$ cat src/rtl/uart_pkg.sv
// Shared UART definitions: FSM state encoding, frame width and bit-period helper.
// Used by both the receiver and the transmitter.
package uart_pkg;
  localparam int DATA_BITS = 8;

  localparam logic [1:0] ST_IDLE  = 2'd0;
  localparam logic [1:0] ST_START = 2'd1;
  localparam logic [1:0] ST_DATA  = 2'd2;
  localparam logic [1:0] ST_STOP  = 2'd3;

  function automatic int clks_per_bit(input int clk_freq, input int baud_rate);
    return clk_freq / baud_rate;
  endfunction
endpackage

$ cat src/rtl/uart_sync.sv
// Two-flop synchroniser for an asynchronous pad input.
// Reset value is a parameter so idle-high lines come out of reset as idle.
module uart_sync #(
  parameter logic RESET_VAL = 1'b1
) (
  input  logic clk,
  input  logic reset,
  input  logic d,
  output logic q
);
  logic meta;

  always_ff @(posedge clk or posedge reset) begin
    if (reset) begin
      meta <= RESET_VAL;
      q    <= RESET_VAL;
    end else begin
      meta <= d;
      q    <= meta;
    end
  end
endmodule

$ cat src/rtl/uart_rx.sv
// 8N1 serial receiver, LSB first. Finds the start bit on the synchronised line,
// samples every bit at its centre and emits a 1-cycle rx_valid or frame_err pulse.
module uart_rx
  import uart_pkg::*;
#(
  parameter int clk_freq  = 50000000,
  parameter int baud_rate = 9600
) (
  input  logic       clk,
  input  logic       reset,
  input  logic       rx_line,
  output logic [7:0] data,
  output logic       rx_valid,
  output logic       frame_err,
  output logic       rx_busy
);
  localparam int          CLKS_PER_BIT = clks_per_bit(clk_freq, baud_rate);
  localparam logic [15:0] BIT_LAST     = 16'(CLKS_PER_BIT - 1);
  localparam logic [15:0] HALF_LAST    = 16'(CLKS_PER_BIT / 2 - 1);

  if (CLKS_PER_BIT < 4 || CLKS_PER_BIT > 65535) begin : g_bad_cfg
    $error("uart_rx: clk_freq/baud_rate must give 4..65535 clocks per bit");
  end

  logic        rx_s;
  logic        rx_prev;
  logic [1:0]  state;
  logic [15:0] clk_count;
  logic [2:0]  bit_index;
  logic [7:0]  shift;

  uart_sync #(.RESET_VAL(1'b1)) u_sync (
    .clk   (clk),
    .reset (reset),
    .d     (rx_line),
    .q     (rx_s)
  );

  // rx_prev starts at 1 so a line held low never looks like a fresh start edge.
  always_ff @(posedge clk or posedge reset) begin
    if (reset) begin
      state     <= ST_IDLE;
      clk_count <= '0;
      bit_index <= '0;
      shift     <= '0;
      data      <= '0;
      rx_valid  <= 1'b0;
      frame_err <= 1'b0;
      rx_busy   <= 1'b0;
      rx_prev   <= 1'b1;
    end else begin
      rx_prev   <= rx_s;
      rx_valid  <= 1'b0;
      frame_err <= 1'b0;
      case (state)
        ST_IDLE: begin
          if (rx_prev && !rx_s) begin
            state     <= ST_START;
            clk_count <= '0;
            rx_busy   <= 1'b1;
          end
        end
        ST_START: begin
          if (clk_count == HALF_LAST) begin
            clk_count <= '0;
            bit_index <= '0;
            if (!rx_s) begin
              state <= ST_DATA;
            end else begin
              state   <= ST_IDLE;
              rx_busy <= 1'b0;
            end
          end else begin
            clk_count <= clk_count + 16'd1;
          end
        end
        ST_DATA: begin
          if (clk_count == BIT_LAST) begin
            shift[bit_index] <= rx_s;
            clk_count        <= '0;
            if (bit_index == 3'(DATA_BITS - 1)) state <= ST_STOP;
            else bit_index <= bit_index + 3'd1;
          end else begin
            clk_count <= clk_count + 16'd1;
          end
        end
        default: begin
          if (clk_count == BIT_LAST) begin
            if (rx_s) begin
              data     <= shift;
              rx_valid <= 1'b1;
            end else begin
              frame_err <= 1'b1;
            end
            state     <= ST_IDLE;
            rx_busy   <= 1'b0;
            clk_count <= '0;
          end else begin
            clk_count <= clk_count + 16'd1;
          end
        end
      endcase
    end
  end
endmodule
$ cat config.mk
export PLATFORM = sky130hd
export DESIGN_NAME = uart_rx
export DESIGN_NICKNAME = d
export VERILOG_FILES = /design/src/rtl/uart_pkg.sv /design/src/rtl/uart_sync.sv /design/src/rtl/uart_rx.sv
export SDC_FILE = /design/constraint.sdc
export NUM_CORES = 1
export LEC_CHECK = 0
export BUFFER_PORTS_ARGS = -buffer_cell sky130_fd_sc_hd__buf_4
export CAP_MARGIN = 40
export CORE_MARGIN = 4
export CORE_UTILIZATION = 30
export DETAILED_ROUTE_END_ITERATION = 10
export RECOVER_POWER = 50
export SLEW_MARGIN = 5
export SYNTH_ARGS = -nofsm -noshare
export SYNTH_HDL_FRONTEND = slang
export SYNTH_HIERARCHICAL = 1
export SYNTH_SLANG_ARGS = --single-unit
$ cat constraint.sdc
create_clock -name clk -period 3.3 [get_ports clk]
set_input_delay 0.33 -clock clk [delete_from_list [all_inputs] [get_ports clk]]
set_output_delay 0.33 -clock clk [all_outputs]
set_load 0.01 [all_outputs]
==> results_dict.tcl, run 1 <==
set metrics [dict create \
    powerDensity_mw_per_mm2 491.8 \
    detailroute.wirelength.met2_mm 1.880 \
    fillers 713 \
    post_synth_inst_count 201 \
    p_int_mw 0.7998 \
    crit_type "reg2reg" \
    final.setup_skew_ps 6.595 \
    dp_hpwl_mm 3.042 \
    post-route-util_pct 35.36 \
    num-nets-final 222 \
    synth.net_count 207 \
    postSynth.topFlopCell "sky130_fd_sc_hd__dfrtp_1" \
    postCtsSetupBuffers 0 \
    first_pass_grt_wire_length_mm 7.058 \
    grt_start_max_net_pins 19 \
    cts_resized 0 \
    met3_wirelength_um 154 \
    p_comb_share_pct 20.8 \
    final_design_area_no_fill_sq_mm 0.002442 \
    finalSetupTns_ps 0 \
    numCtsBuffers 5 \
    outcome "finished, final reports clean" \
    drtAntennaViolNets 0 \
    clkSinkCount 43 \
    actual_slew_at_the_worst_max_slew_pin_ps 927.8 \
    timing.reg2reg.worst_path_depth 6 \
    hold_fix_buffers_at_cts 0 \
    timing.critical_path.cells "ha_1 > and4bb_2 > nand4_1 > buf_4 > nor2_2 > mux2_2" \
    io_buffers 13 \
    achievable-frequency_mhz 471.4 \
    timing.max_slew.rel_slack_pct 38.15 \
    critical-path-max-stage-delay_ps 400 \
    final_layout_size_suffix_gt1_share_pct 21.66 \
    final_cell_mix "sky130_fd_sc_hd__dfrtp_1, sky130_fd_sc_hd__nor2_1, sky130_fd_sc_hd__mux2_2" \
    synth_cell_types 45 \
    drt_first_pass_iters 4 \
    critPathMaxFanout 12 \
    irDropWorstVdd_mv 0.2334 \
    crit_path_top_delay_cell "sky130_fd_sc_hd__nor2_2" \
    i_o_pin_total 14 \
    root_driver "sky130_fd_sc_hd__clkbuf_8" \
    unrepaired_setup_endpoints_after_global_routing "no" \
    worst_ep_required_time_ps 3470 \
    power_frac_seq_pct 52.3 \
    placement_rows 30 \
    average_routed_wire_per_standard_cell_um 13.56 \
    synth_seq_cells 43 \
    power_leakage_nw 1.033 \
    power.net_switching_mw 0.4012 \
    critical_path.n_buffers_inverters 1 \
    ff_latch_area_sq_mm 0.001080 \
    critical-path-top-delay-family "simple AND/OR/NAND/NOR gates" \
    first_global_vias 1449 \
    globalplace.congestion 0.7546 \
    worstSetupStartpoint "clk_count[0]" \
    dpl-instance-area_sq_mm 0.002380 \
    cap_viol_max_count 0 \
    clock_latency_at_the_later_pin_of_the_worst_skew_pair_ps 290 \
    cts_buffer_depth 2 \
    number_of_max_slew_violations_in_the_final_report 0 \
    whs_ps 61.90 \
    met1Wirelength_mm 2.154 \
    worst_setup_path_start_kind "flop" \
    synthesis.area_sq_mm 0.002172 \
    worstHoldPathType "in2async" \
    mostFrequentLayoutCell "sky130_fd_sc_hd__dfrtp_1" \
    number_of_logic_stages_on_the_critical_path_including_buffering 6 \
    final_period_minus_worst_setup_slack_ps 2121 \
    syn_area_per_cell_sq_um 10.81 \
    dieArea_sq_mm 0.008666 \
    endpoint_kind "flop" \
    final-setup-viol-count 0 \
    synth_edf_count 0 \
    clock_power_share_pct 26.9 \
    initial_antenna_violation_count 0 \
    post_route_drc 0 \
    r2r_start "clk_count[0]" \
    multiInputGateArea_sq_mm 0.001011 \
    floorplan.initialDensity_pct 31.45 \
    final.period_utilization_pct 64.28 \
    die_x_um 93.09 \
    cts.reportedPaths.clkPinSlew_ps 80 \
    route.top_layer_used "met4" \
    fp.coreArea_sq_mm 0.006907 \
    routed-via-count 1585 \
    swShare_pct 33.41 \
    synthesis.yosys.warnings 6 \
    wirelength_mm 4.245 \
    detail_route.vias_per_cell 5.064 \
    aggregate_global_routing_overflow 0 \
    tritoncts_clock_tree "yes" \
    htree_num_levels 2 \
    grtUsageTotal_pct 10.21 \
    detailedRoute.firstIterationViolations 174 \
    die_y_um 93.09 \
    synth-seq-area-share_pct 49.71 \
    postSynth.asyncResetShare_pct 100.0 \
    synthToLayoutAreaGrowth_pct 12.44 \
    antennaDiodeCount 0 \
    finalHoldViolations 0 \
    crit_path_arrival_time_ps 2300 \
]
power groups by stage:
stage          Sequential [mW]  Clock [mW]  Combinational (mW)
5_1_grt                  0.634       0.356               0.276
4_1_cts                  0.627       0.338               0.253
2_1_floorplan            0.594           0               0.240
6_report                 0.628       0.323               0.250
3_5_place_dp             0.638           0               0.251
3_3_place_gp             0.636           0               0.245
cell type report:
type | instances | share of cell area (%)
clock inverter | 2 | 0.5123
sequential | 43 | 44.21
inverter | 9 | 1.383
multi-input combinational | 140 | 41.39
tap | 96 | 4.918
timing repair buffer | 17 | 4.611
clock buffer | 6 | 2.971
synth_stat cells (4+ instances only):
cell type                   n  share of area, %
sky130_fd_sc_hd__clkbuf_1   4              0.69
sky130_fd_sc_hd__inv_1      9               1.6
sky130_fd_sc_hd__mux2_2    13               6.7
sky130_fd_sc_hd__a211oi_1   6               2.1
sky130_fd_sc_hd__o21ai_0    9               2.1
sky130_fd_sc_hd__nor3_1     8               1.8
sky130_fd_sc_hd__o31ai_1    4               1.4
sky130_fd_sc_hd__xor2_1     5               2.0
sky130_fd_sc_hd__dfrtp_1   40                46
sky130_fd_sc_hd__or3_1      7               2.0
sky130_fd_sc_hd__a21oi_1   12               2.8
sky130_fd_sc_hd__and4bb_2   4               2.3
sky130_fd_sc_hd__nand2_1    6               1.0
sky130_fd_sc_hd__or4_1      4               1.4
sky130_fd_sc_hd__nor2_1    13               2.2
sky130_fd_sc_hd__nand3_1    8               1.8
sky130_fd_sc_hd__and4_1     4               1.6
final timing paths:
| path | slack [ps] | endpoint |
|---|---|---|
| max in group asynchronous | 2020 | rx_valid |
| worst min-delay path | 60 | u_sync/meta |
| worst min register to register | 360 | u_sync/q |
| worst max register to register | 1180 | data[3] |
| min in group clk | 140 | u_sync/meta |
| worst max-delay path | 1180 | data[3] |
through the flow:
step | cells | worst slack (ps) | power, mW
after floorplan | 201 | 1402 | 0.8343
after global placement | 304 | 1200 | 0.8806
after detailed placement | 305 | 1170 | 0.8884
after CTS | 313 | 1160 | 1.218
after global routing | 313 | 992.0 | 1.266
final | 313 | 1179 | 1.201
state kept, by name, summed over array words and instances (netlist names):
signal and cells:
clk_count 16, shift 8, rx_busy 1, rx_valid 1
rx_prev 1, u_sync/q 1, u_sync/meta 1, frame_err 1
data 8, state 2, bit_index 3
cells by family (layout without fill, tap and decap cells):
group / count (synthesis) / after routing / share of synthesized area, %
simple gates: 76 / 76 / 22.58
flops: 43 / 43 / 49.71
compound gates: 40 / 40 / 11.92
buf+inv: 18 / 34 / 3.744
mux: 16 / 16 / 8.295
xor+xnor: 5 / 5 / 2.016
fa+ha+maj: 3 / 3 / 1.728
metal layers:
metal	up-vias	GRT usage, %
met2	36	15.12
met4	0	4.029
li1	779	-
met3	4	2.333
met5	-	0
met1	766	14.41
Power figures use the tool's default switching activity.
==> inputs of run 2 (changes only) <==
--- a/config.mk
+++ b/config.mk
@@ -5,6 +5,7 @@
 export SDC_FILE = /design/constraint.sdc
 export NUM_CORES = 1
 export LEC_CHECK = 0
+export ABC_AREA = 1
 export BUFFER_PORTS_ARGS = -buffer_cell sky130_fd_sc_hd__buf_4
 export CAP_MARGIN = 40
 export CORE_MARGIN = 4
==> constraint.sdc (replaced) <==
create_clock -name clk -period 1.7 [get_ports clk]
set_input_delay 0.17 -clock clk [delete_from_list [all_inputs] [get_ports clk]]
set_output_delay 0.17 -clock clk [all_outputs]
set_load 0.01 [all_outputs]
==> results_dict.tcl, run 2 <==
set metrics [dict create \
    power.net_switching_mw 1.166 \
    first_pass_grt_wire_length_mm 8.342 \
    worst_ep_required_time_ps 1900 \
    htree_num_levels 2 \
    post-place-cells 409 \
    irDropWorstVdd_mv 0.7244 \
    synthesis.yosys.warnings 6 \
    p_comb_share_pct 33.6 \
    dp_hpwl_mm 3.544 \
    final_layout_size_suffix_gt1_share_pct 20.13 \
    tritoncts_clock_tree "yes" \
    wirelength_mm 4.815 \
    final-setup-viol-count 0 \
    outcome "finished, final reports clean" \
    io_buffers 13 \
    num-nets-final 323 \
    p_int_mw 1.728 \
    final_cell_mix "sky130_fd_sc_hd__nand2_1, sky130_fd_sc_hd__dfrtp_1, sky130_fd_sc_hd__nor2_1" \
    initial_antenna_violation_count 0 \
    post_route_drc 0 \
    postCtsSetupBuffers 0 \
    synth_edf_count 0 \
    crit_type "reg2reg" \
    postSynth.topFlopCell "sky130_fd_sc_hd__dfrtp_1" \
    final.setup_skew_ps 1.937 \
    drtAntennaViolNets 0 \
    synth.net_count 299 \
    grtUsageTotal_pct 10.64 \
    clock_power_share_pct 23.7 \
    cts.reportedPaths.clkPinSlew_ps 90 \
    achievable-frequency_mhz 634.2 \
    final.period_utilization_pct 92.75 \
    actual_slew_at_the_worst_max_slew_pin_ps 1026 \
    numCtsBuffers 5 \
    drt_first_pass_iters 4 \
    synthToLayoutAreaGrowth_pct 14.98 \
    final_period_minus_worst_setup_slack_ps 1577 \
    power_leakage_nw 1.301 \
    worstHoldPathType "reg2reg" \
    post-route-util_pct 35.24 \
    floorplan.initialDensity_pct 30.65 \
    i_o_pin_total 14 \
    largest_register_ffs 16 \
    worst_setup_path_start_kind "flop" \
    crit_path_arrival_time_ps 1780 \
    dieArea_sq_mm 0.009335 \
    dpl-instance-area_sq_mm 0.002581 \
    routed-via-count 1934 \
    power_frac_seq_pct 42.6 \
    first_global_vias 1787 \
    unrepaired_setup_endpoints_after_global_routing "yes" \
    proportion_of_netlist_area_held_by_the_largest_area_contributor_pct 42.49 \
    critPathMaxFanout 4 \
    grt_start_max_net_pins 42 \
    yosys-top-cells-count "sky130_fd_sc_hd__nand2_1, sky130_fd_sc_hd__dfrtp_1, sky130_fd_sc_hd__nor2_1, sky130_fd_sc_hd__inv_1, sky130_fd_sc_hd__nand3_1" \
    synth-seq-area-share_pct 45.83 \
    synthesis.area_sq_mm 0.002356 \
    final_cell_count_no_fill 420 \
    synth_seq_cells 43 \
    cell_with_the_most_instances_after_synthesis "sky130_fd_sc_hd__nand2_1" \
    final_design_area_no_fill_sq_mm 0.002709 \
    endpoint_kind "flop" \
    registers_with_the_highest_flip_flop_counts "clk_count x16, data x8, shift x8" \
    clock_latency_at_the_later_pin_of_the_worst_skew_pair_ps 300 \
    die_y_um 96.62 \
    timing.max_slew.rel_slack_pct 31.62 \
    syn_area_per_cell_sq_um 8.041 \
    synth.top_cells.by_area "sky130_fd_sc_hd__dfrtp_1, sky130_fd_sc_hd__nand2_1, sky130_fd_sc_hd__nor2_1, sky130_fd_sc_hd__nand3_1, sky130_fd_sc_hd__inv_1" \
    postSynth.asyncResetShare_pct 100.0 \
    post-synth-top-area-cell "sky130_fd_sc_hd__dfrtp_1" \
    cts_buffer_depth 2 \
    antennaDiodeCount 0 \
    powerDensity_mw_per_mm2 1068 \
    post_synth_inst_count 293 \
    cap_viol_max_count 0 \
    number_of_max_slew_violations_in_the_final_report 0 \
    globalplace.congestion 0.8733 \
    fp.coreArea_sq_mm 0.007687 \
    swShare_pct 40.28 \
    max_flop_register "clk_count" \
    finalHoldViolations 0 \
    average_routed_wire_per_standard_cell_um 11.46 \
    detailedRoute.firstIterationViolations 100 \
    mostFrequentLayoutCell "sky130_fd_sc_hd__nand2_1" \
    detail_route.vias_per_cell 4.605 \
    root_driver "sky130_fd_sc_hd__clkbuf_8" \
    clkSinkCount 43 \
    die_x_um 96.62 \
    synth_cell_types 33 \
    placement_rows 32 \
    aggregate_global_routing_overflow 0 \
    fin_total_pwr_mw 2.894 \
]
[run 2: cell count changes after synthesis, moves of 5 or more]
cell and delta:
sky130_fd_sc_hd__nand2_1 +73, sky130_fd_sc_hd__nor2_1 +20, sky130_fd_sc_hd__inv_1 +18, sky130_fd_sc_hd__nand3_1 +16
sky130_fd_sc_hd__mux2_2 -13, sky130_fd_sc_hd__o21ai_1 +10, sky130_fd_sc_hd__inv_2 +7, sky130_fd_sc_hd__or3_1 -7
sky130_fd_sc_hd__a211oi_1 -6, sky130_fd_sc_hd__a21oi_1 -6, sky130_fd_sc_hd__nand2_2 +5
[run 2: metrics by stage]
| stage | TNS, ps | worst slack, ps | hold WS, ps |
|---|---|---|---|
| detailed placement | 0 | 33.09 | 219.0 |
| CTS | 0 | 23.13 | 362.2 |
| finish | 0 | 123.3 | 360.4 |
| global placement | 0 | 59.11 | 210.4 |
| global route | -44.77 | -18.39 | 372.0 |
| floorplan | 0 | 251.2 | 81.50 |
[run 2: cell families (layout without fill, tap and decap cells)]
| family | Yosys count | count (layout) | synth area share, % |
|---|---|---|---|
| compound gates | 30 | 30 | 7.595 |
| buf+inv | 41 | 65 | 7.754 |
| fa+ha+maj | 3 | 3 | 1.593 |
| simple gates | 174 | 175 | 36.48 |
| flops | 43 | 43 | 45.83 |
| xor+xnor | 2 | 2 | 0.7436 |
[run 2: final timing paths]
| path | start | slack (ps) | end | cells past startpoint |
|---|---|---|---|---|
| setup reg to reg | clk_count[0] | 120 | state[1] | 9 |
| max in group asynchronous | reset | 320 | clk_count[1] | 4 |
| hold / removal | u_sync/meta | 360 | u_sync/q | 0 |
| hold reg to reg | u_sync/meta | 360 | u_sync/q | 0 |
| setup / recovery | clk_count[0] | 120 | state[1] | 9 |
| min in group asynchronous | reset | 440 | u_sync/meta | 3 |
[run 2: metal layers]
layer | vias up | share of wire [%] | global-route usage, %
met5 | - | 0 | 0
li1 | 994 | - | -
met2 | 33 | 43 | 16.19
met1 | 902 | 52 | 14.85
met3 | 5 | 3.0 | 2.235
met4 | 0 | 1.4 | 3.996
[run 2: cell type report]
class	instances	area, sq um
Fill cell	830	4979
Multi-Input combinational cell	210	1121
Sequential cell	43	1080
Inverter	38	152.6
Timing Repair Buffer	19	133.9
Tap cell	102	127.6
Clock buffer	5	68.82
Clock inverter	3	25.02
[run 2: worst max-delay path: stages, from the launching register on]
cell,delay [ps]
sky130_fd_sc_hd__dfrtp_1,380
sky130_fd_sc_hd__ha_2,220
sky130_fd_sc_hd__nand2_2,70
sky130_fd_sc_hd__inv_1,60
sky130_fd_sc_hd__nand2_1,50
sky130_fd_sc_hd__nor2_1,120
sky130_fd_sc_hd__nand2_2,110
sky130_fd_sc_hd__nand2_2,150
sky130_fd_sc_hd__nand3_4,130
sky130_fd_sc_hd__o21a_1,190
[run 2: power by group through the flow]
stage	Combinational, mW	Clock, mW	Sequential [mW]
floorplan	0.749	0	1.22
global placement	0.921	0	1.25
detailed placement	0.929	0	1.25
CTS	0.935	0.709	1.23
global route	1.11	0.761	1.24
finish	0.974	0.687	1.23
[run 2: what timing repair did]
action	4_1_cts	5_1_grt
gates resized for setup	0	4
hold buffers	2	0
endpoints found under the hold margin	3	0
endpoints found under the setup margin	0	19
==> inputs of run 3 (changes only) <==
--- a/config.mk
+++ b/config.mk
@@ -8,9 +8,11 @@
 export ABC_AREA = 1
 export BUFFER_PORTS_ARGS = -buffer_cell sky130_fd_sc_hd__buf_4
 export CAP_MARGIN = 40
+export CORE_ASPECT_RATIO = 0.6
 export CORE_MARGIN = 4
 export CORE_UTILIZATION = 30
 export DETAILED_ROUTE_END_ITERATION = 10
+export PLACE_DENSITY_LB_ADDON = 0.08
 export RECOVER_POWER = 50
 export SLEW_MARGIN = 5
 export SYNTH_ARGS = -nofsm -noshare
==> results_dict.tcl, run 3 (same netlist as run 2, synthesis figures left out) <==
set metrics [dict create \
    placement_rows 24 \
    final_period_minus_worst_setup_slack_ps 1557 \
    final.setup_skew_ps 4.100 \
    power_leakage_nw 1.331 \
    grtUsageTotal_pct 13.16 \
    floorplan.initialDensity_pct 31.64 \
    whs_ps 355.3 \
    synthToLayoutAreaGrowth_pct 19.60 \
    p_comb_share_pct 33.3 \
    num-nets-final 333 \
    critical-path-max-stage-delay_ps 410 \
    cts_buffer_depth 2 \
    timing.max_slew.rel_slack_pct 57.78 \
    max_flop_register "clk_count" \
    numCtsBuffers 5 \
    initial_antenna_violation_count 0 \
    power.net_switching_mw 1.243 \
    fillers 802 \
    htree_num_levels 2 \
    routed-via-count 1957 \
    aggregate_global_routing_overflow 0 \
    largest_register_ffs 16 \
    drtAntennaViolNets 0 \
    i_o_pin_total 14 \
    registers_with_the_highest_flip_flop_counts "clk_count x16, data x8, shift x8" \
    powerDensity_mw_per_mm2 1159 \
    final_cell_count_no_fill 432 \
    irDropWorstVdd_mv 0.4983 \
    root_driver "sky130_fd_sc_hd__clkbuf_16" \
    post-route-util_pct 37.84 \
    cts.reportedPaths.clkPinSlew_ps 60 \
    cap_viol_max_count 0 \
    number_of_max_slew_violations_in_the_final_report 0 \
    final.period_utilization_pct 91.59 \
    dieArea_sq_mm 0.009382 \
    crit_type "reg2reg" \
    fin_total_pwr_mw 3.266 \
    worst_ep_required_time_ps 1870 \
    post-place-ws_ps 47.16 \
    critical_path.n_buffers_inverters 1 \
    outcome "finished, final reports clean" \
    endpoint_kind "flop" \
    drt_first_pass_iters 4 \
    dp_hpwl_mm 4.456 \
    clock_power_share_pct 28.7 \
    die_x_um 122.4 \
    critPathMaxFanout 3 \
    final-setup-viol-count 0 \
    power_frac_seq_pct 38.0 \
    detailedRoute.firstIterationViolations 112 \
    io_buffers 13 \
    antennaDiodeCount 0 \
    wirelength_mm 5.902 \
    final_cell_mix "sky130_fd_sc_hd__nand2_1, sky130_fd_sc_hd__dfrtp_1, sky130_fd_sc_hd__nor2_1" \
    finalHoldViolations 0 \
    post-place-cells 419 \
    mostFrequentLayoutCell "sky130_fd_sc_hd__nand2_1" \
    clock_latency_at_the_later_pin_of_the_worst_skew_pair_ps 290 \
    tritoncts_clock_tree "yes" \
    postLayoutSetupSlackWorst_ps 143.0 \
    worst_setup_path_start_kind "flop" \
    average_routed_wire_per_standard_cell_um 13.66 \
    post_route_drc 0 \
    globalplace.congestion 0.7600 \
    critical-path-top-delay-family "simple AND/OR/NAND/NOR gates" \
    grt_start_max_net_pins 26 \
    crit_path_arrival_time_ps 1730 \
    first_pass_grt_wire_length_mm 9.487 \
    timing.critical_path.cells "buf_4 > nand3_1 > nor2_1 > nand4_1 > o211ai_1 > nand2_1" \
    worstHoldPathType "reg2reg" \
    swShare_pct 38.06 \
    clkSinkCount 43 \
    final_layout_size_suffix_gt1_share_pct 20.43 \
    fp.coreArea_sq_mm 0.007447 \
    achievable-frequency_mhz 642.2 \
    detail_route.vias_per_cell 4.530 \
    crit_path_top_delay_cell "sky130_fd_sc_hd__dfrtp_1" \
    die_y_um 76.65 \
    actual_slew_at_the_worst_max_slew_pin_ps 629.5 \
    p_int_mw 2.023 \
    first_global_vias 1751 \
]
-- run 3: cell count changes in the layout (fill, tap and decap cells not counted), sizes merged --
cell | previous run | this run
clkbuf | 11 | 21
clkinvlp | 1 | 0
buf | 11 | 13
inv | 36 | 35
-- run 3: power by group through the flow --
stage	sequential (mW)	combinational, mW	clock [mW]
3_5_place_dp	1.25	1.00	0
3_3_place_gp	1.25	1.02	0
2_1_floorplan	1.22	0.749	0
6_report	1.24	1.09	0.938
5_1_grt	1.25	1.22	1.03
4_1_cts	1.23	1.01	0.974
-- run 3: per-layer routing --
layer | global-route usage, % | vias up | wire length (um)
li1 | - | 1018 | -
met1 | 23.13 | 896 | 3547
met2 | 14.41 | 36 | 1939
met3 | 3.783 | 7 | 367
met4 | 3.017 | 0 | 47
met5 | 0 | - | 0
-- run 3: layout make-up --
cell class	count	area, sq um	area share, %
sequential	43	1081	38.37
clock inverter	1	5.005	0.1776
tap	104	130.1	4.618
clock buffer	7	132.6	4.707
timing repair buffer	29	175.2	6.217
multi-input combinational	210	1139	40.41
inverter	38	155.1	5.506
-- run 3: repair_timing --
| action | 4_1_cts | 5_1_grt |
|---|---|---|
| setup buffers | 0 | 2 |
| hold buffers | 2 | 0 |
| gates resized for setup | 0 | 10 |
| endpoints found under the setup margin | 0 | 31 |
| hold endpoints to repair | 18 | 0 |
-- run 3: worst paths after layout --
path / to / slack, ps / startpoint / cells after the start
worst max-delay path: clk_count[15] / 140 / clk_count[0] / 6
worst min-delay path: u_sync/q / 360 / u_sync/meta / 0
worst max register to register: clk_count[15] / 140 / clk_count[0] / 6
worst min register to register: u_sync/q / 360 / u_sync/meta / 0
max in group asynchronous: data[7] / 310 / reset / 4
min in group asynchronous: clk_count[1] / 450 / reset / 3
-- run 3: per-stage QoR --
step | cell area (sq um) | setup TNS [ps]
detailed placement | 2656 | 0
floorplan | 2356 | 0
finish | 2818 | 0
global placement | 2656 | 0
global route | 2818 | -22.91
CTS | 2814 | 0
